File: config.mk
export PLATFORM = sky130hd
export DESIGN_NAME = regfile_sequencer
export DESIGN_NICKNAME = d
export VERILOG_FILES = /design/src/rtl/regfile_sequencer_pkg.sv /design/src/rtl/rf_bypass_slot.sv /design/src/rtl/regfile_sequencer.sv
export SDC_FILE = /design/constraint.sdc
export NUM_CORES = 1
export LEC_CHECK = 0
export ABC_AREA = 1
export CORE_AREA = 2 2 125 219
export CTS_CLUSTER_DIAMETER = 200
export DETAILED_ROUTE_END_ITERATION = 12
export DIE_AREA = 0 0 127 221
export GPL_TIMING_DRIVEN = 0
export PLACE_DENSITY_LB_ADDON = 0.15
export SYNTH_ARGS = -nofsm -noshare
export SYNTH_HDL_FRONTEND = slang
export SYNTH_SLANG_ARGS = --single-unit
File: constraint.sdc
create_clock -name clk_i -period 4.1 [get_ports clk_i]
set_input_delay 0.82 -clock clk_i [delete_from_list [all_inputs] [get_ports clk_i]]
set_output_delay 0.82 -clock clk_i [all_outputs]
set_load 0.02 [all_outputs]
File: src/rtl/regfile_sequencer_pkg.sv
// Shared definitions for the KCP53K register-file sequencer: RAM geometry,
// the x0 address and the read-sequencing FSM states.
package regfile_sequencer_pkg;

    localparam int RF_AW = 5;
    localparam int RF_DW = 64;

    localparam logic [RF_AW-1:0] X0_ADDR = '0;

    typedef enum logic [2:0] {
        ST_IDLE = 3'd0,
        ST_RA   = 3'd1,
        ST_RB   = 3'd2,
        ST_RC   = 3'd3,
        ST_RESP = 3'd4
    } state_t;

endpackage

File: src/rtl/rf_bypass_slot.sv
// One source-operand slot: captures RAM read data at its capture state, or a
// write-port value that landed while the RAM read was in flight.
module rf_bypass_slot
    import regfile_sequencer_pkg::*;
#(
    parameter int AW      = RF_AW,
    parameter int DW      = RF_DW,
    parameter bit ZERO_X0 = 1'b1
) (
    input  logic          clk_i,
    input  logic          reset_ni,
    input  logic [AW-1:0] addr,
    input  logic          clr,
    input  logic          arm,
    input  logic          cap,
    input  logic          post,
    input  logic          wen,
    input  logic [AW-1:0] waddr,
    input  logic [DW-1:0] wdata,
    input  logic [DW-1:0] rdata,
    output logic [DW-1:0] data
);

    logic          hit;
    logic          is_zero;
    logic          ovr_flag;
    logic [DW-1:0] ovr_data;

    // wen arrives already filtered, so x0 writes never register as a hit.
    assign hit     = wen && (waddr == addr);
    assign is_zero = ZERO_X0 && (addr == '0);

    always_ff @(posedge clk_i or negedge reset_ni) begin
        if (!reset_ni) begin
            ovr_flag <= 1'b0;
            ovr_data <= '0;
            data     <= '0;
        end else begin
            if (clr) begin
                ovr_flag <= 1'b0;
            end else if (arm && hit) begin
                ovr_flag <= 1'b1;
                ovr_data <= wdata;
            end

            // A write at the capture edge itself is the newest value of all.
            if (cap) begin
                if (is_zero)       data <= '0;
                else if (hit)      data <= wdata;
                else if (ovr_flag) data <= ovr_data;
                else               data <= rdata;
            end else if (post && hit && !is_zero) begin
                data <= wdata;
            end
        end
    end

endmodule

File: src/rtl/regfile_sequencer.sv
// Sequences two-source reads over the single registered RAM read port and
// filters/forwards writeback traffic so responses stay coherent.
module regfile_sequencer
    import regfile_sequencer_pkg::*;
#(
    parameter int AW      = RF_AW,
    parameter int DW      = RF_DW,
    parameter bit ZERO_X0 = 1'b1
) (
    input  logic          clk_i,
    input  logic          reset_ni,
    input  logic          rd_valid_i,
    output logic          rd_ready_o,
    input  logic [AW-1:0] rs1_i,
    input  logic [AW-1:0] rs2_i,
    output logic          rsp_valid_o,
    input  logic          rsp_ready_i,
    output logic [DW-1:0] rs1_data_o,
    output logic [DW-1:0] rs2_data_o,
    input  logic          wr_en_i,
    input  logic [AW-1:0] wr_addr_i,
    input  logic [DW-1:0] wr_data_i,
    output logic          ram_wen_o,
    output logic [AW-1:0] ram_waddr_o,
    output logic [DW-1:0] ram_wdata_o,
    output logic [AW-1:0] ram_raddr_o,
    input  logic [DW-1:0] ram_rdata_i,
    output logic [2:0]    dbg_state_o
);

    // Handshakes: a request transfers when rd_valid_i & rd_ready_o at a rising
    // edge, a response retires when rsp_valid_o & rsp_ready_i at a rising edge;
    // rsp_valid_o and the data outputs do not change until retire.

    state_t        state, state_n;
    logic [AW-1:0] rs1_q, rs2_q;
    logic          accept;
    logic          x0_drop;

    assign x0_drop     = ZERO_X0 && (wr_addr_i == '0);
    assign ram_wen_o   = wr_en_i && reset_ni && !x0_drop;
    assign ram_waddr_o = wr_addr_i;
    assign ram_wdata_o = wr_data_i;

    always_comb begin
        state_n     = state;
        rd_ready_o  = 1'b0;
        rsp_valid_o = 1'b0;
        case (state)
            ST_IDLE: begin
                rd_ready_o = 1'b1;
                if (rd_valid_i) state_n = ST_RA;
            end
            ST_RA:   state_n = ST_RB;
            ST_RB:   state_n = ST_RC;
            ST_RC:   state_n = ST_RESP;
            ST_RESP: begin
                rsp_valid_o = 1'b1;
                rd_ready_o  = rsp_ready_i;
                if (rsp_ready_i) state_n = rd_valid_i ? ST_RA : ST_IDLE;
            end
            default: state_n = ST_IDLE;
        endcase
    end

    assign accept = rd_valid_i && rd_ready_o;

    always_ff @(posedge clk_i or negedge reset_ni) begin
        if (!reset_ni) begin
            state <= ST_IDLE;
            rs1_q <= '0;
            rs2_q <= '0;
        end else begin
            state <= state_n;
            if (accept) begin
                rs1_q <= rs1_i;
                rs2_q <= rs2_i;
            end
        end
    end

    assign ram_raddr_o = (state == ST_RB) ? rs2_q : rs1_q;
    assign dbg_state_o = state;

    // rs1 is latched by the RAM at the end of RA, rs2 at the end of RB.
    rf_bypass_slot #(.AW(AW), .DW(DW), .ZERO_X0(ZERO_X0)) u_slot_rs1 (
        .clk_i    (clk_i),
        .reset_ni (reset_ni),
        .addr     (rs1_q),
        .clr      (accept),
        .arm      (state == ST_RA),
        .cap      (state == ST_RB),
        .post     (state == ST_RC),
        .wen      (ram_wen_o),
        .waddr    (wr_addr_i),
        .wdata    (wr_data_i),
        .rdata    (ram_rdata_i),
        .data     (rs1_data_o)
    );

    rf_bypass_slot #(.AW(AW), .DW(DW), .ZERO_X0(ZERO_X0)) u_slot_rs2 (
        .clk_i    (clk_i),
        .reset_ni (reset_ni),
        .addr     (rs2_q),
        .clr      (accept),
        .arm      (state == ST_RB),
        .cap      (state == ST_RC),
        .post     (1'b0),
        .wen      (ram_wen_o),
        .waddr    (wr_addr_i),
        .wdata    (wr_data_i),
        .rdata    (ram_rdata_i),
        .data     (rs2_data_o)
    );

endmodule

---- Yosys cells after proc, flatten, opt, wreduce, memory -nomap -nowiden ----
Cells that the tools add are included.
word-level totals
  register bits after elaboration ......... 271
  input bits .............................. 148
cells by class
  muxes and demuxes ....................... 19
  bitwise operators ....................... 1
  eq/ne operators ......................... 8
  reduce and logical (&&, ||, !) cells .... 21
operator list
  operator                                                                count
  64-bit 2-to-1 mux                                                       8
  5-bit zero test                                                         3
  3-bit one-hot mux with 5 select lines                                   1
  5-bit equality test                                                     2
  1-bit logical AND                                                       9
  3-bit by 2-bit equality test with 1-bit output (second input constant)  2
  1-bit 2-to-1 mux                                                        6
  3-bit 2-to-1 mux                                                        2
  2-bit AND reduction                                                     3
  2-bit nonzero test                                                      3
  5-bit 2-to-1 mux                                                        1
  2-bit inequality test (second input constant)                           2
  3-bit by 1-bit equality test with 1-bit output (second input constant)  1
  3-bit equality test (second input constant)                             1
  3-bit zero test                                                         1
  1-bit zero test                                                         2
  1-bit one-hot mux with 2 select lines                                   1
  1-bit NOT                                                               1

---- Depth between registers and ports, before layout ----
Gate-level depths: netlist of the first run.
  depth after elaboration ................. 8
  depth in mapped cells ................... 10

---- Cells and area by module ----
From an unflattened synthesis of the first run, not the netlist that was laid out.
second synthesis, totals
  cells, all modules ...................... 2185
  area total of the unflattened synthesis .. 16153.0 sq um
by module, submodules not included
  module             area each (sq um)  times used  cells each
  rf_bypass_slot     7473.4             2           1014
  regfile_sequencer  1206.2             1           157

---- Worst setup path before layout of the first run ----
Ideal clock, no wire load.
  path type ............................... reg2out
  start point ............................. reg state[1], in the netlist dbg_state_o[1]
  end point ............................... out ram_raddr_o[1]
  buffers on the path ..................... 2
  stages on the path, launching flop included .. 8
  slack ................................... 1640 ps
  arrival time ............................ 1640 ps
  cells stage by stage .................... dfrtp_1 -> inv_1 -> nor2_4 -> nand2_2 -> inv_2 -> buf_2 -> buf_2 -> o21ai_0
on the way
  cells in the longest elaborated chain, start to end .. 2
RTL lines
  element                                         line                     source
  from (decl)                                     regfile_sequencer.sv:35  state_t state, state_n;
  from (signal assigned)                          regfile_sequencer.sv:74  state <= state_n;
  3-bit by 2-bit equality test with 1-bit output  regfile_sequencer.sv:82  assign ram_raddr_o = (state == ST_RB) ? rs2_q : rs1_q;
  5-bit 2-to-1 mux                                regfile_sequencer.sv:82
  to (decl)                                       regfile_sequencer.sv:26  output logic [AW-1:0] ram_raddr_o,
Every way passes these cells.

---- Final worst setup path of the first run ----
Same ends and word-level chain as after synthesis.

==> key figures, run 1 <==
Placement
  – Placer congestion estimate: roughly 0.87
  – # port buffers: about 360
  – HPWL after DPL: 34,400 um

Clock network
  – CTS tree: built
  – CTS root buf: clkbuf_16
  – Worst-path clk slew: 0.07 ns
  – Worst-Skew Late Latency: about 0.54 ns
  – TritonCTS buffer count: 25
  – H-tree Lvls: 1
  – Setup bufs post-CTS: 0
  – Clock sink count: 271
  – Maximum clock insertion buffer count: 3

Synth
  – #FFs+latches synth: around 270
  – Top FF cell, synth: dfrtp_1
  – Syn Area/Cell: roughly 8.4 um2
  – Cells after Synth: ~1,700
  – Post-Syn Area: 0.0140 mm2
  – Commonest cells post-synth: nand2_1 (429), nand3_1 (325), dfrtp_1 (271)
  – Synth unique cells: 24
  – Top-area cell type share of the netlist area: 0.484
  – Post-synth net total: around 1,800
  – Number of enable flip-flop cells after synthesis: 0
  – Area leader, netlist: dfrtp_1
  – Cell with the most instances after synthesis: nand2_1
  – Seq/Total Area, Yosys: 0.484
  – Post-synthesis async set-or-reset flop share: 1.00
  – Synth warn: 0
  – Top cells by area, synth: dfrtp_1 (48%), nand3_1 (12%), nand2_1 (11%)

Drt
  – Pre-antenna DRT Iters: 5
  – Antenna-violating nets left: 0
  – Post-route DRC violation count: 0
  – DR vias: 13,600
  – Wire per inst: roughly 20 um
  – Initial drt markers: roughly 1,100
  – Routed wire length: between 40,000 and 50,000 um
  – Vias per inst: between 5 and 6

Die
  – Core area: 0.0263 mm2
  – IO Pins: around 360
  – Die height: ~220 um
  – Die width: 127 um
  – Initial core utilization: 0.533
  – # rows: 79
  – DIE AREA: around 0.028 mm2

STA
  – Setup_tns: 0 ns
  – Fin. max-slew vios: 0
  – WHS: between 0.1 and 0.15 ns
  – Fin. Hold Viols: 0
  – Clock skew: 0.0140 ns
  – Max_slew headroom: 0.367
  – Final period util: 0.963
  – Slew @ Worst Pin: around 0.95 ns
  – Min Tclk post-route: 3.95 ns
  – RSZ-0062 raised after global routing: no
  – Setup violators final: 0
  – FMAX: ~250 MHz

Layout
  – Layout Nets: about 2,200
  – Layout cells sized above 1: 0.105
  – Layout area overhead: 34.4%
  – ANT cells: 0

Run
  – Max-cap violation count: 0

Global routing
  – First-pass GRT wire length: 73,700 um
  – Initial antenna violation count: 0
  – Vias in the first global route: 13,900
  – GRT Total Usage: 0.330
  – Overflow after GRT: 0
  – Pin count of the biggest net entering global routing: approximately 120

Critical path
  – Crit Path Max Fanout: 10
  – Worst reg2reg setup slack: ~1.8 ns
  – Endpoint class of the critical path: output pin
  – Startpoint Class: register
  – Crit path kind: reg -> out
  – Critical R2R Launch: dbg_state_o[0]
  – Worst path required time: around 3.3 ns
  – CP startpoint: dbg_state_o[1]
  – Crit path DAT: about 3.1 ns

Run status
  – Outcome: finished clean

Power
  – Leak pwr: between 0.008 and 0.009 uW
  – PwrDens: around 660 mW/mm2
  – Maximum vdd drop: slightly above 0.5 mV

Worst hold path
  – Hold Path Class: in -> async
-- per-layer routing --
| metal | wire length [um] | vias up | GRT usage |
|---|---|---|---|
| met3 | 3030 | 176 | 0.0508 |
| li1 | - | 6283 | - |
| met5 | 0 | - | 0 |
| met1 | 16600 | 6497 | 0.371 |
| met2 | 25000 | 683 | 0.594 |
| met4 | 2460 | 0 | 0.177 |
-- cells by family (layout without fill, tap and decap cells) --
group,count (synthesis),count (layout),share of synthesized area
AND/OR/NAND/NOR,838,838,0.267
buffers and inverters,280,679,0.103
AO/OA/AOI/OAI,139,139,0.0502
XOR/XNOR,8,8,0.00500
flip-flops,271,271,0.484
multiplexers,128,128,0.0914
-- worst paths after layout --
check	cells past startpoint	to
max	9	ram_raddr_o[1]
min	1	u_slot_rs2.data[15]
max reg2reg	8	u_slot_rs2.ovr_data[62]
min reg2reg	2	u_slot_rs2.data[31]
max in group asynchronous	2	u_slot_rs1.data[44]
min in group clk_i	2	u_slot_rs2.data[31]
-- power by group --
part	switching, uW	total (uW)	internal (uW)
registers	632	4340	3710
logic	3370	5770	2410
clock network	1020	2290	1270
-- critical path, stage by stage (launching register included) --
cell,delay (ns)
dfrtp_1,0.43
inv_1,0.10
nor2_4,0.11
nand2_2,0.25
inv_2,0.27
buf_2,0.29
buf_2,0.27
nand2_1,0.08
o21ai_0,0.12
clkdlybuf4s50_1,0.65
-- stage by stage --
stage / power (uW) / utilization / setup slack, ns / instance area, um2 / std cells
after floorplan: 7440 / - / 1.64 / 14000 / 1664
after global placement: 9940 / 0.684 / -9.38 / 18000 / 2343
after CTS: 12400 / 0.717 / 0.0472 / 18800 / 2387
after global routing: 13100 / 0.717 / 0.0836 / 18800 / 2387
final: 12400 / 0.717 / 0.153 / 18800 / 2387
after detailed placement: 10100 / 0.686 / -0.130 / 18000 / 2345
-- timing repair --
action,4_1_cts,5_1_grt
gates cloned,1,0
endpoints found under the setup margin,1,1
gates resized for setup,0,2
hold buffers,0,0
-- flip-flops by register name, indices dropped and copies added (netlist names) --
signal / count
u_slot_rs1.data: 64
u_slot_rs1.ovr_data: 64
u_slot_rs2.data: 64
u_slot_rs2.ovr_data: 64
rs1_q: 5
rs2_q: 5
dbg_state_o: 3
u_slot_rs1.ovr_flag: 1
u_slot_rs2.ovr_flag: 1
-- area by class of cell --
class                           count  area, um2
Fill cell                        2098       7450
Sequential cell                   271       6780
Multi-Input combinational cell   1113       5800
Timing Repair Buffer              358       3650
Buffer                            199       1140
Clock buffer                       38        724
Tap cell                          324        405
Inverter                           81        304
Clock inverter                      3       43.8
-- cells in the final DEF (no fill, tap or decap), types with 5 or more instances in the layout --
cell	count
xnor2_1	5
o21ai_0	41
clkdlybuf4s50_1	354
buf_2	99
mux2i_1	128
clkbuf_1	34
clkbuf_16	25
nand2_1	429
nor2_1	10
inv_1	78
dfrtp_1	271
nand4_1	66
clkbuf_8	5
o21ai_1	96
buf_4	70
nand3_1	325
Note: power is estimated with default switching activity, not from simulation.
==> inputs of run 2 (changes only) <==
CORE_AREA = 2 2 132 230   (was 2 2 125 219)
DIE_AREA = 0 0 134 232   (was 0 0 127 221)
SYNTH_HIERARCHICAL = 1   (was default)
==> run 2 against run 1 <==
Sequential cell count did not move. Design area rose by 13%. Clock power up 20%. Worst setup slack improved by 0.77 ns. Largest cell class is now multi-input gates. Largest power group unchanged.
==> key figures, run 2 <==
Critical path
  – Crit Path Max Fanout: 6 (was 10)
  – Worst reg2reg setup slack: 1.62 ns (was 1.79 ns)
  – Most frequent CP cell: clkdlybuf4s50_1 (was buf_2)
  – Sequence of cells on the critical path: clkdlybuf4s50_1 > nor2_1 > nand3b_1 > nand2_1 > inv_1 > clkdlybuf4s50_1 (was inv_1 > nor2_4 > nand2_2 > inv_2 > buf_2 > buf_2 > nand2_1 > o21ai_0 > clkdlybuf4s50_1)
  – Critical R2R Launch: dbg_state_o[2] (was dbg_state_o[0])
  – RR Endpoint: u_slot_rs1/data[44] (was u_slot_rs2.ovr_data[62])
  – Crit path kind: in -> out (was reg -> out)
  – Slowest-stage cell, CP: clkdlybuf4s50_1 (unchanged)
  – Crit path DAT: 2.35 ns (was 3.13 ns)
  – Endpoint class of the critical path: output pin (unchanged)
  – Startpoint Class: input pin (was register)
  – Worst path required time: 3.28 ns (about the same)
  – Max stage delay on crit path: 0.64 ns (was 0.65 ns)
  – Worst Reg-to-Reg Cells: 10 (was 8)

Clock network
  – Worst-path clk slew: 0.06 ns (was 0.07 ns)
  – Setup bufs post-CTS: 0 (unchanged)
  – Worst-Skew Late Latency: 0.56 ns (was 0.54 ns)
  – H-tree Lvls: 1 (unchanged)
  – Hold Buf Count CTS: 0 (unchanged)
  – Clock sink count: 271 (unchanged)
  – TritonCTS buffer count: 27 (was 25)
  – Maximum clock insertion buffer count: 3 (unchanged)
  – CTS resizes: 0 (unchanged)
  – CTS tree: built (unchanged)
  – CTS root buf: clkbuf_16 (unchanged)

Layout
  – Layout area overhead: 31.4% (was 34.4%)
  – Layout Nets: 2,719 (was 2,197)
  – Commonest non-fill, non-tap cells in the layout: nand2_1 (857), clkdlybuf4s50_1 (354), dfrtp_1 (271) (was nand2_1 (429), clkdlybuf4s50_1 (354), nand3_1 (325))
  – Post-route insts no fill: 2,973 (was 2,387)
  – Layout cells sized above 1: 0.0892 (was 0.105)
  – Commonest non-fill, non-tap cell in the layout: nand2_1 (unchanged)
  – ANT cells: 0 (unchanged)
  – Fill cells: 2,415 (was 2,098)
  – Final instance area: 0.0212 mm2 (was 0.0188 mm2)

STA
  – Clock skew: 0.0168 ns (was 0.0140 ns)
  – Fin. max-slew vios: 0 (unchanged)
  – Setup violators final: 0 (unchanged)
  – Min Tclk post-route: 3.17 ns (was 3.95 ns)
  – RSZ-0062 raised after global routing: no (unchanged)
  – Final period util: 0.774 (was 0.963)
  – Setup_tns: 0 ns (unchanged)
  – Max_slew headroom: 0.378 (was 0.367)
  – FMAX: 315 MHz (was 253 MHz)
  – Slew @ Worst Pin: 0.933 ns (was 0.949 ns)
  – Fin. Hold Viols: 0 (unchanged)

Drt
  – Pre-antenna DRT Iters: 6 (was 5)
  – Routed wire length: 57,000 um (was 47,100 um)
  – Antenna-violating nets left: 0 (unchanged)
  – Initial drt markers: 1,878 (was 1,067)
  – Post-route DRC violation count: 0 (unchanged)
  – DR vias: 17,000 (was 13,600)
  – Vias per inst: 5.72 (was 5.71)
  – Wire per inst: 19.2 um (was 19.7 um)

Synth
  – Top FF cell, synth: dfrtp_1 (unchanged)
  – Top cells by area, synth: dfrtp_1 (42%), nand2_1 (20%), mux2i_1 (7.9%) (was dfrtp_1 (48%), nand3_1 (12%), nand2_1 (11%))
  – #FFs+latches synth: 271 (unchanged)
  – Number of enable flip-flop cells after synthesis: 0 (unchanged)
  – Post-Syn Area: 0.0162 mm2 (was 0.0140 mm2)
  – Synth unique cells: 26 (was 24)
  – Area leader, netlist: dfrtp_1 (unchanged)
  – Cell with the most instances after synthesis: nand2_1 (unchanged)
  – Seq/Total Area, Yosys: 0.420 (was 0.484)
  – Post-synth net total: 2,333 (was 1,812)
  – Cells after Synth: 2,185 (was 1,664)
  – Top-area cell type share of the netlist area: 0.420 (was 0.484)
  – Post-synthesis async set-or-reset flop share: 1.00 (unchanged)
  – Commonest cells post-synth: nand2_1 (857), dfrtp_1 (271), nand3_1 (256) (was nand2_1 (429), nand3_1 (325), dfrtp_1 (271))
  – Synth warn: 6 (was 0)
  – Syn Area/Cell: 7.39 um2 (was 8.43 um2)

Global routing
  – Overflow after GRT: 0 (unchanged)
  – Pin count of the biggest net entering global routing: 118 (was 122)
  – Vias in the first global route: 16,700 (was 13,900)
  – First-pass GRT wire length: 87,700 um (was 73,700 um)
  – GRT Total Usage: 0.358 (was 0.330)
  – Initial antenna violation count: 1 (was 0)

Placement
  – Placed Cells: 2,924 (was 2,345)
  – Placer congestion estimate: 0.953 (was 0.875)
  – HPWL after DPL: 41,000 um (was 34,400 um)
  – Placement Cell Area: 0.0202 mm2 (was 0.0180 mm2)
  – # port buffers: 355 (unchanged)

Worst hold path
  – Hold Path Class: in -> async (unchanged)

Die
  – Die height: 232 um (was 221 um)
  – DIE AREA: 0.0311 mm2 (was 0.0281 mm2)
  – IO Pins: 356 (unchanged)
  – Core area: 0.0292 mm2 (was 0.0263 mm2)
  – # rows: 83 (was 79)
  – Initial core utilization: 0.554 (was 0.533)
  – Die width: 134 um (was 127 um)

Power
  – Maximum vdd drop: 0.560 mV (was 0.514 mV)
  – Leak pwr: 0.0106 uW (was 0.00865 uW)
  – PwrDens: 639 mW/mm2 (was 658 mW/mm2)

Run status
  – Outcome: finished clean (unchanged)

Run
  – Max-cap violation count: 0 (unchanged)
[run 2: cell count changes after synthesis, sizes merged, moves of 5 or more]
cell,previous run,this run
buf,173,180
clkbuf,26,47
inv,81,162
nand2,431,860
nand3,326,260
nand4,66,120
nor2,13,19
o21ai,137,130
xnor2,5,0
[run 2: per-layer routing]
| metal | vias up | global-route usage | part of all wire |
|---|---|---|---|
| met2 | 999 | 0.612 | 0.49 |
| met5 | - | 0 | 0.00023 |
| met3 | 249 | 0.0548 | 0.081 |
| met4 | 2 | 0.237 | 0.073 |
| met1 | 7955 | 0.414 | 0.35 |
| li1 | 7798 | - | - |
[run 2: layout make-up]
type	count	area, um2	area share
tap	382	478	0.0225
inverter	162	611	0.0288
clock buffer	35	766	0.0361
buffer	227	1330	0.0629
multi-input combinational	1525	7430	0.350
clock inverter	14	208	0.00979
timing repair buffer	357	3610	0.170
sequential	271	6780	0.320
[run 2: per-stage QoR]
step           hold slack (ns)  worst slack, ns   util  total power, uW
6_report                 0.199            0.926  0.727            13600
5_1_grt                  0.258            0.836  0.727            14300
4_1_cts                  0.241            0.909  0.727            13500
3_5_place_dp             0.478            0.616  0.694            10700
3_3_place_gp             0.470            -9.62  0.692            10600
2_1_floorplan            0.459             1.86      -             7900
[run 2: kinds of logic after synthesis]
family / synth area share
flops: 0.420
other cells: 0.000232
buf+inv: 0.120
simple gates: 0.339
mux: 0.0793
compound gates: 0.0410
[run 2: where the power goes]
| part | internal, uW | leakage (uW) | switching (uW) |
|---|---|---|---|
| combinational | 2530 | 0.00651 | 4020 |
| sequential | 3630 | 0.00357 | 628 |
| clock | 1630 | 0.000477 | 1120 |
[run 2: worst max-delay path: cells and delay by family]
family | cells | cell delay, ns
buf+inv | 3 | 1.31
simple gates | 3 | 0.21
[run 2: worst max-delay path by stage]
| stage | from | endpoint | slack [ns] | cells after the start |
|---|---|---|---|---|
| floorplan | wr_addr_i[3] | u_slot_rs1/ovr_data[10] | 1.86 | 13 |
| global route | wr_addr_i[2] | ram_wen_o | 0.84 | 6 |
| CTS | wr_addr_i[1] | ram_wen_o | 0.91 | 6 |
| global placement | reset_ni | u_slot_rs2/data[28] | -9.62 | 1 |
| detailed placement | wr_addr_i[1] | u_slot_rs2/data[58] | 0.62 | 15 |
| finish | wr_addr_i[1] | ram_wen_o | 0.93 | 6 |
